File: config.mk
export PLATFORM = sky130hd
export DESIGN_NAME = fifo_wr_arbiter
export DESIGN_NICKNAME = d
export VERILOG_FILES = /design/src/rtl/fifo_arb_pkg.sv /design/src/rtl/fifo_wr_arbiter_rr_arbiter.sv /design/src/rtl/fifo_wr_arbiter.sv
export SDC_FILE = /design/constraint.sdc
export NUM_CORES = 1
export LEC_CHECK = 0
export ABC_AREA = 1
export BUFFER_PORTS_ARGS = -buffer_cell sky130_fd_sc_hd__buf_2
export CAP_MARGIN = 0
export CORE_MARGIN = 1
export CORE_UTILIZATION = 52
export CTS_CLUSTER_SIZE = 16
export DETAILED_ROUTE_END_ITERATION = 6
export PLACE_DENSITY = 0.85
export SETUP_SLACK_MARGIN = 0.15
export SYNTH_ARGS = -nofsm -noshare
export SYNTH_HDL_FRONTEND = slang
export SYNTH_SLANG_ARGS = --single-unit
File: constraint.sdc
create_clock -name clk -period 5 [get_ports clk]
set_clock_uncertainty 0.1 [all_clocks]
set_input_delay 0.75 -clock clk [delete_from_list [all_inputs] [get_ports clk]]
set_output_delay 0.75 -clock clk [all_outputs]
set_load 0.01 [all_outputs]
File: src/rtl/fifo_arb_pkg.sv
// Shared constants, types and the round-robin search helper for fifo_wr_arbiter.
package fifo_arb_pkg;

    localparam int DEF_W   = 8;
    localparam int DEF_D   = 8;
    localparam int DEF_N   = 4;
    localparam int STATS_W = 16;
    localparam int MAX_N   = 32;
    localparam int IDX_W   = 5;

    typedef struct packed {
        logic             found;
        logic [IDX_W-1:0] idx;
    } rr_pick_t;

    // Scan from last+1 (mod n) for the first asserted valid.
    function automatic rr_pick_t rr_next(
        input logic [MAX_N-1:0] valid,
        input logic [IDX_W-1:0] last,
        input int unsigned      n
    );
        rr_pick_t    r;
        int unsigned j;
        r = '0;
        for (int unsigned k = 1; k <= MAX_N; k++) begin
            j = (32'(last) + k) % n;
            if (k <= n && !r.found && valid[j[IDX_W-1:0]]) begin
                r.found = 1'b1;
                r.idx   = j[IDX_W-1:0];
            end
        end
        return r;
    endfunction

endpackage

File: src/rtl/fifo_wr_arbiter_rr_arbiter.sv
// Combinational round-robin picker; one-hot grant gated by enable.
module rr_arbiter
    import fifo_arb_pkg::*;
#(
    parameter int N = DEF_N
) (
    input  logic [N-1:0]         req,
    input  logic [$clog2(N)-1:0] last,
    input  logic                 enable,
    output logic [N-1:0]         gnt
);

    rr_pick_t pick;

    always_comb begin
        pick = rr_next(MAX_N'(req), IDX_W'(last), N);
        gnt  = '0;
        for (int i = 0; i < N; i++) begin
            gnt[i] = enable && pick.found && (pick.idx == IDX_W'(i));
        end
    end

endmodule

File: src/rtl/fifo_wr_arbiter.sv
// Round-robin write-port arbiter for sync_fifo with credit-based full protection.
// Optional per-requester accept counters under FIFO_WR_ARB_STATS_EN.
module fifo_wr_arbiter
    import fifo_arb_pkg::*;
#(
    parameter int W = DEF_W,
    parameter int D = DEF_D,
    parameter int N = DEF_N
) (
    input  logic                   clk,
    input  logic                   rst,
    input  logic [N-1:0]           req_valid,
    input  logic [N*W-1:0]         req_data,
    output logic [N-1:0]           req_ready,
    output logic                   fifo_w_en,
    output logic [W-1:0]           fifo_data_in,
    input  logic                   fifo_full,
    input  logic                   fifo_r_en,
    input  logic                   fifo_empty,
    output logic [$clog2(N)-1:0]   grant_id,
    output logic [$clog2(D+1)-1:0] credits,
    output logic                   err_overflow
`ifdef FIFO_WR_ARB_STATS_EN
    ,
    output logic [N*STATS_W-1:0]   grant_cnt
`endif
);

    localparam int IW = $clog2(N);
    localparam int CW = $clog2(D+1);

    logic [CW-1:0] credits_q, credits_d;
    logic [IW-1:0] last_q, last_d;
    logic [IW-1:0] gid_q, gid_d;
    logic [W-1:0]  data_q, data_d;
    logic          wen_q, wen_d;
    logic          err_q, err_d;
    logic [N-1:0]  gnt;
    logic [IW-1:0] win_idx;
    logic          accept;
    logic          rd_ok;

    // Readiness depends only on valid, last and credits; never on data.
    rr_arbiter #(.N(N)) u_rr (
        .req    (req_valid),
        .last   (last_q),
        .enable ((credits_q != '0) && !rst),
        .gnt    (gnt)
    );

    assign req_ready = gnt;
    assign accept    = |(req_valid & gnt);
    assign rd_ok     = fifo_r_en && !fifo_empty;

    always_comb begin
        win_idx = '0;
        for (int i = 0; i < N; i++) begin
            if (gnt[i]) win_idx = IW'(i);
        end
    end

    always_comb begin
        credits_d = credits_q;
        last_d    = last_q;
        gid_d     = gid_q;
        data_d    = data_q;
        wen_d     = accept;
        err_d     = err_q | (wen_q & fifo_full);
        if (accept && !rd_ok) begin
            credits_d = credits_q - CW'(1);
        end else if (!accept && rd_ok && credits_q != CW'(D)) begin
            credits_d = credits_q + CW'(1);
        end
        if (accept) begin
            last_d = win_idx;
            gid_d  = win_idx;
            data_d = req_data[win_idx*W +: W];
        end
    end

    always_ff @(posedge clk) begin
        if (rst) begin
            credits_q <= CW'(D);
            last_q    <= IW'(N-1);
            gid_q     <= '0;
            data_q    <= '0;
            wen_q     <= 1'b0;
            err_q     <= 1'b0;
        end else begin
            credits_q <= credits_d;
            last_q    <= last_d;
            gid_q     <= gid_d;
            data_q    <= data_d;
            wen_q     <= wen_d;
            err_q     <= err_d;
        end
    end

    assign fifo_w_en    = wen_q;
    assign fifo_data_in = data_q;
    assign grant_id     = gid_q;
    assign credits      = credits_q;
    assign err_overflow = err_q;

`ifdef FIFO_WR_ARB_STATS_EN
    logic [STATS_W-1:0] cnt_q [N];
    logic [STATS_W-1:0] cnt_d [N];

    always_comb begin
        for (int i = 0; i < N; i++) begin
            cnt_d[i] = cnt_q[i];
            if (req_valid[i] && gnt[i] && cnt_q[i] != '1) begin
                cnt_d[i] = cnt_q[i] + STATS_W'(1);
            end
            grant_cnt[i*STATS_W +: STATS_W] = cnt_q[i];
        end
    end

    always_ff @(posedge clk) begin
        for (int i = 0; i < N; i++) begin
            if (rst) cnt_q[i] <= '0;
            else     cnt_q[i] <= cnt_d[i];
        end
    end
`endif

endmodule

==> results by group <==
Worst setup path
  • Crit path cell chain: inv_2, nand2_1, nand2_1, nand2_1, o21ai_0, nand3_2, nand2_2, inv_2, nand2_1, a21oi_1, buf_2
  • Cell mode on critical path: nand2_1
  • Worst path required time: about 4200 ps
  • Critical Path End: req_ready[3]
  • Critical Path Sink Type: output pin
  • Reg2reg end: credits[3]$_SDFFE_PP1P_
  • Worst Path Arrival: just under 3000 ps
  • Critical-path top delay cell: dfxtp_1
  • WP buf/inv: 3
  • Reg2Reg Setup Slack: between 1500 and 2000 ps
  • Crit-path max cell delay: approximately 560 ps
  • CP Launch Type: register
  • Worst reg-to-reg path cell count: 18
  • WP depth: 11
  • Crit. Startpoint: last_q[0]$_SDFFE_PP1P_
  • Critical path type: register to output pin
  • Critical path's top delay family: simple AND/OR/NAND/NOR gates
  • Crit-path max FO: 38
  • FF-to-FF Start: last_q[0]$_SDFFE_PP1P_

Clock tree
  • Clk sinks: 18
  • CTS root buffer: clkbuf_4
  • Post-CTS sizing: 0
  • CTS Buffer Depth: 2
  • Clock latency on the worst-skew pair: between 200 and 300 ps
  • H-tree Lvls: 1
  • CTS tree: built
  • Num CTS Buffers: 3
  • Post-CTS setup buffer count: 0
  • Clock transition at the registers of the reported paths: roughly 100 ps
  • Hold Buf Count CTS: 0

Synthesis
  • Mapped Cells: 250
  • Number of synthesized flops with an enable pin: 0
  • Sequential fraction of the synthesis area: between 20 and 25%
  • Warnings, synthesis: 0
  • Yosys top cell area share: around 24%
  • Ys async rst share: 0%
  • Top FF cell, synth: dfxtp_1
  • Top post-synthesis cells by count: 65 x nand2_1, 46 x inv_1, 37 x nand3_1, 22 x nor2_1, 18 x dfxtp_1
  • Synth unique cells: 28
  • Seq cells post-synth: 18
  • Syn Area/Cell: approximately 6 um2
  • Synth area leader: dfxtp_1
  • Most common cell in the synthesized netlist: nand2_1
  • Synth area leaders: dfxtp_1 24%, nand2_1 16%, nand3_1 12%
  • Cell Area, Synth: 1490 um2
  • Synthesized Nets: 294

Routing
  • Initial drt markers: 75
  • Vias: 1,671
  • Final WL: 3370 um
  • Routed len/inst: 10.1 um
  • DRC: 0
  • DR vias/cell: 5.02
  • DR pass1 iterations: 4
  • ANT nets after route: 0

Timing
  • TNS Setup: 0 ps
  • Final min period: 3800 ps
  • # setup viols final: 0
  • FMAX: ~260 MHz
  • Count of final hold-check violations: 0
  • Relative slew slack: between 50% and 60%
  • Hold WS: 378 ps
  • Worst-Margin Slew: 611 ps
  • Slew Viols, Final: 0
  • Final critical-path setup slack: ~1200 ps
  • Tcrit/Tclk final: 76.0%
  • RSZ-0062 raised after global routing: no

Finish
  • Filler cells: between 200 and 300
  • FF/Latch Area: 360 um2
  • Layout cells sized above 1: about a quarter
  • Multi-input combinational cell area: 848 um2
  • Nets: 348
  • Ant. Diodes: 0
  • Area delta synth->final: 18.2%

Placement
  • PortBufs: 60
  • RePlAce Congestion: between 0.7 and 0.8
  • DPL Wire Length: between 2000 and 3000 um
  • Setup WS pre-CTS: 1330 ps

Worst hold path
  • Hold Path Class: register to register

Power
  • Power Internal: roughly 0.43 mW
  • Power share of the combinational group: 66.3%
  • Maximum vdd drop: 0.336 mV
  • NetSw: 0.480 mW
  • Sequential share of power: 26.0%
  • Cell Pwr Density: approximately 510 nW/um2
  • Sw Ratio: a little over half
  • Total power: 0.907 mW
  • Clock power frac: 7.7%
  • LEAKAGE: around 1.1 nW

Global route
  • Total GRT Usage: 22.0%
  • Vias in the first global route: 1,409
  • First-pass GRT wire length: 5550 um
  • GR Overflow Total: 0
  • Largest net degree at the start of global routing: 39
  • Antenna violations before repair: 0

Floorplan
  • FP Rows: 19
  • Num ports: 61
  • Die width: 55.6 um
  • Die Area: approximately 3000 um2
  • Total core area: 2730 um2
  • Initial Utilization: a little over half
  • DIE HEIGHT: 55.6 um

Outcome
  • Status: completed

Run
  • Max-cap violations: 0
-- metal layers --
metal	wire (um)	GRT usage, %	vias up
li1	-	-	878
met1	1510	26.4	723
met2	1640	41.0	70
met3	223	4.42	0
met4	0	3.57	0
met5	0	0	-
-- worst min path at each step --
stage / cells after the start / from / end
global route: 2 / grant_id[0]$_SDFFE_PP0P_ / grant_id[0]$_SDFFE_PP0P_
detailed placement: 1 / credits[0]$_SDFFE_PP0P_ / credits[0]$_SDFFE_PP0P_
finish: 1 / credits[0]$_SDFFE_PP0P_ / credits[0]$_SDFFE_PP0P_
floorplan: 1 / credits[0]$_SDFFE_PP0P_ / credits[0]$_SDFFE_PP0P_
CTS: 1 / credits[0]$_SDFFE_PP0P_ / credits[0]$_SDFFE_PP0P_
global placement: 2 / err_overflow$_SDFF_PP0_ / err_overflow$_SDFF_PP0_
-- layout by cell type, fill, tap and decap left out --
master and instances:
nor2_1 22, fa_1 1, buf_2 60, o211ai_1 2
inv_4 1, inv_2 4, ha_1 2, nor2_4 1
nand3_2 1, clkbuf_4 3, xor2_1 1, nand2_4 1
nand3b_1 8, inv_1 46, a21oi_1 6, nor3_1 1
dfxtp_1 18, a41oi_1 2, nand3_1 37, a211oi_1 2
a21boi_0 1, or2_2 1, o21ai_0 5, nand2_1 65
nand4_1 3, nand2_2 8
-- power by group through the flow --
| stage | logic, mW | registers [mW] | clock network [mW] |
|---|---|---|---|
| after detailed placement | 0.597 | 0.240 | 0 |
| final | 0.601 | 0.236 | 0.0697 |
| after CTS | 0.601 | 0.236 | 0.0708 |
| after global routing | 0.673 | 0.244 | 0.0781 |
| after floorplan | 0.484 | 0.243 | 0 |
| after global placement | 0.584 | 0.239 | 0 |
-- registers in the layout (all words and copies together), names as in the netlist --
| name | count |
|---|---|
| fifo_data_in | 8 |
| credits | 4 |
| grant_id | 2 |
| last_q | 2 |
| err_overflow | 1 |
| fifo_w_en | 1 |
-- stage by stage --
stage,std cells,instance area [um2],util (%)
floorplan,250,1490,-
global route,333,1760,64.5
finish,333,1760,64.5
detailed placement,330,1740,63.7
CTS,333,1760,64.5
global placement,330,1740,63.7
-- worst register-to-register path, stage by stage, from the launching register on --
cell	delay, ps
dfxtp_1	560
inv_2	160
nand2_1	110
nand2_1	80
nand2_1	60
o21ai_0	90
nand3_2	100
nand2_2	80
inv_2	470
nand2_2	180
inv_1	140
ha_1	270
nand2_1	80
nor2_1	40
a211oi_1	240
or2_2	180
nand2_1	50
nand2_1	60
nand3_1	60
-- layout make-up --
cell class	count	share of cell area, %
clock buffer	3	1.28
inverter	51	11.0
multi-input combinational	170	48.1
sequential	18	20.4
tap	31	2.20
timing repair buffer	60	17.0
-- kinds of logic (layout without fill, tap and decap cells) --
| group | count (synthesis) | after routing | share of synthesized area (%) |
|---|---|---|---|
| buffers and inverters | 62 | 114 | 19.0 |
| XOR/XNOR | 1 | 1 | 0.587 |
| adder cells (fa/ha/maj) | 3 | 3 | 3.02 |
| AND/OR/NAND/NOR | 148 | 148 | 45.9 |
| flip-flops | 18 | 18 | 24.1 |
| AO/OA/AOI/OAI | 18 | 18 | 7.38 |
(Power assumes the default switching activity.)
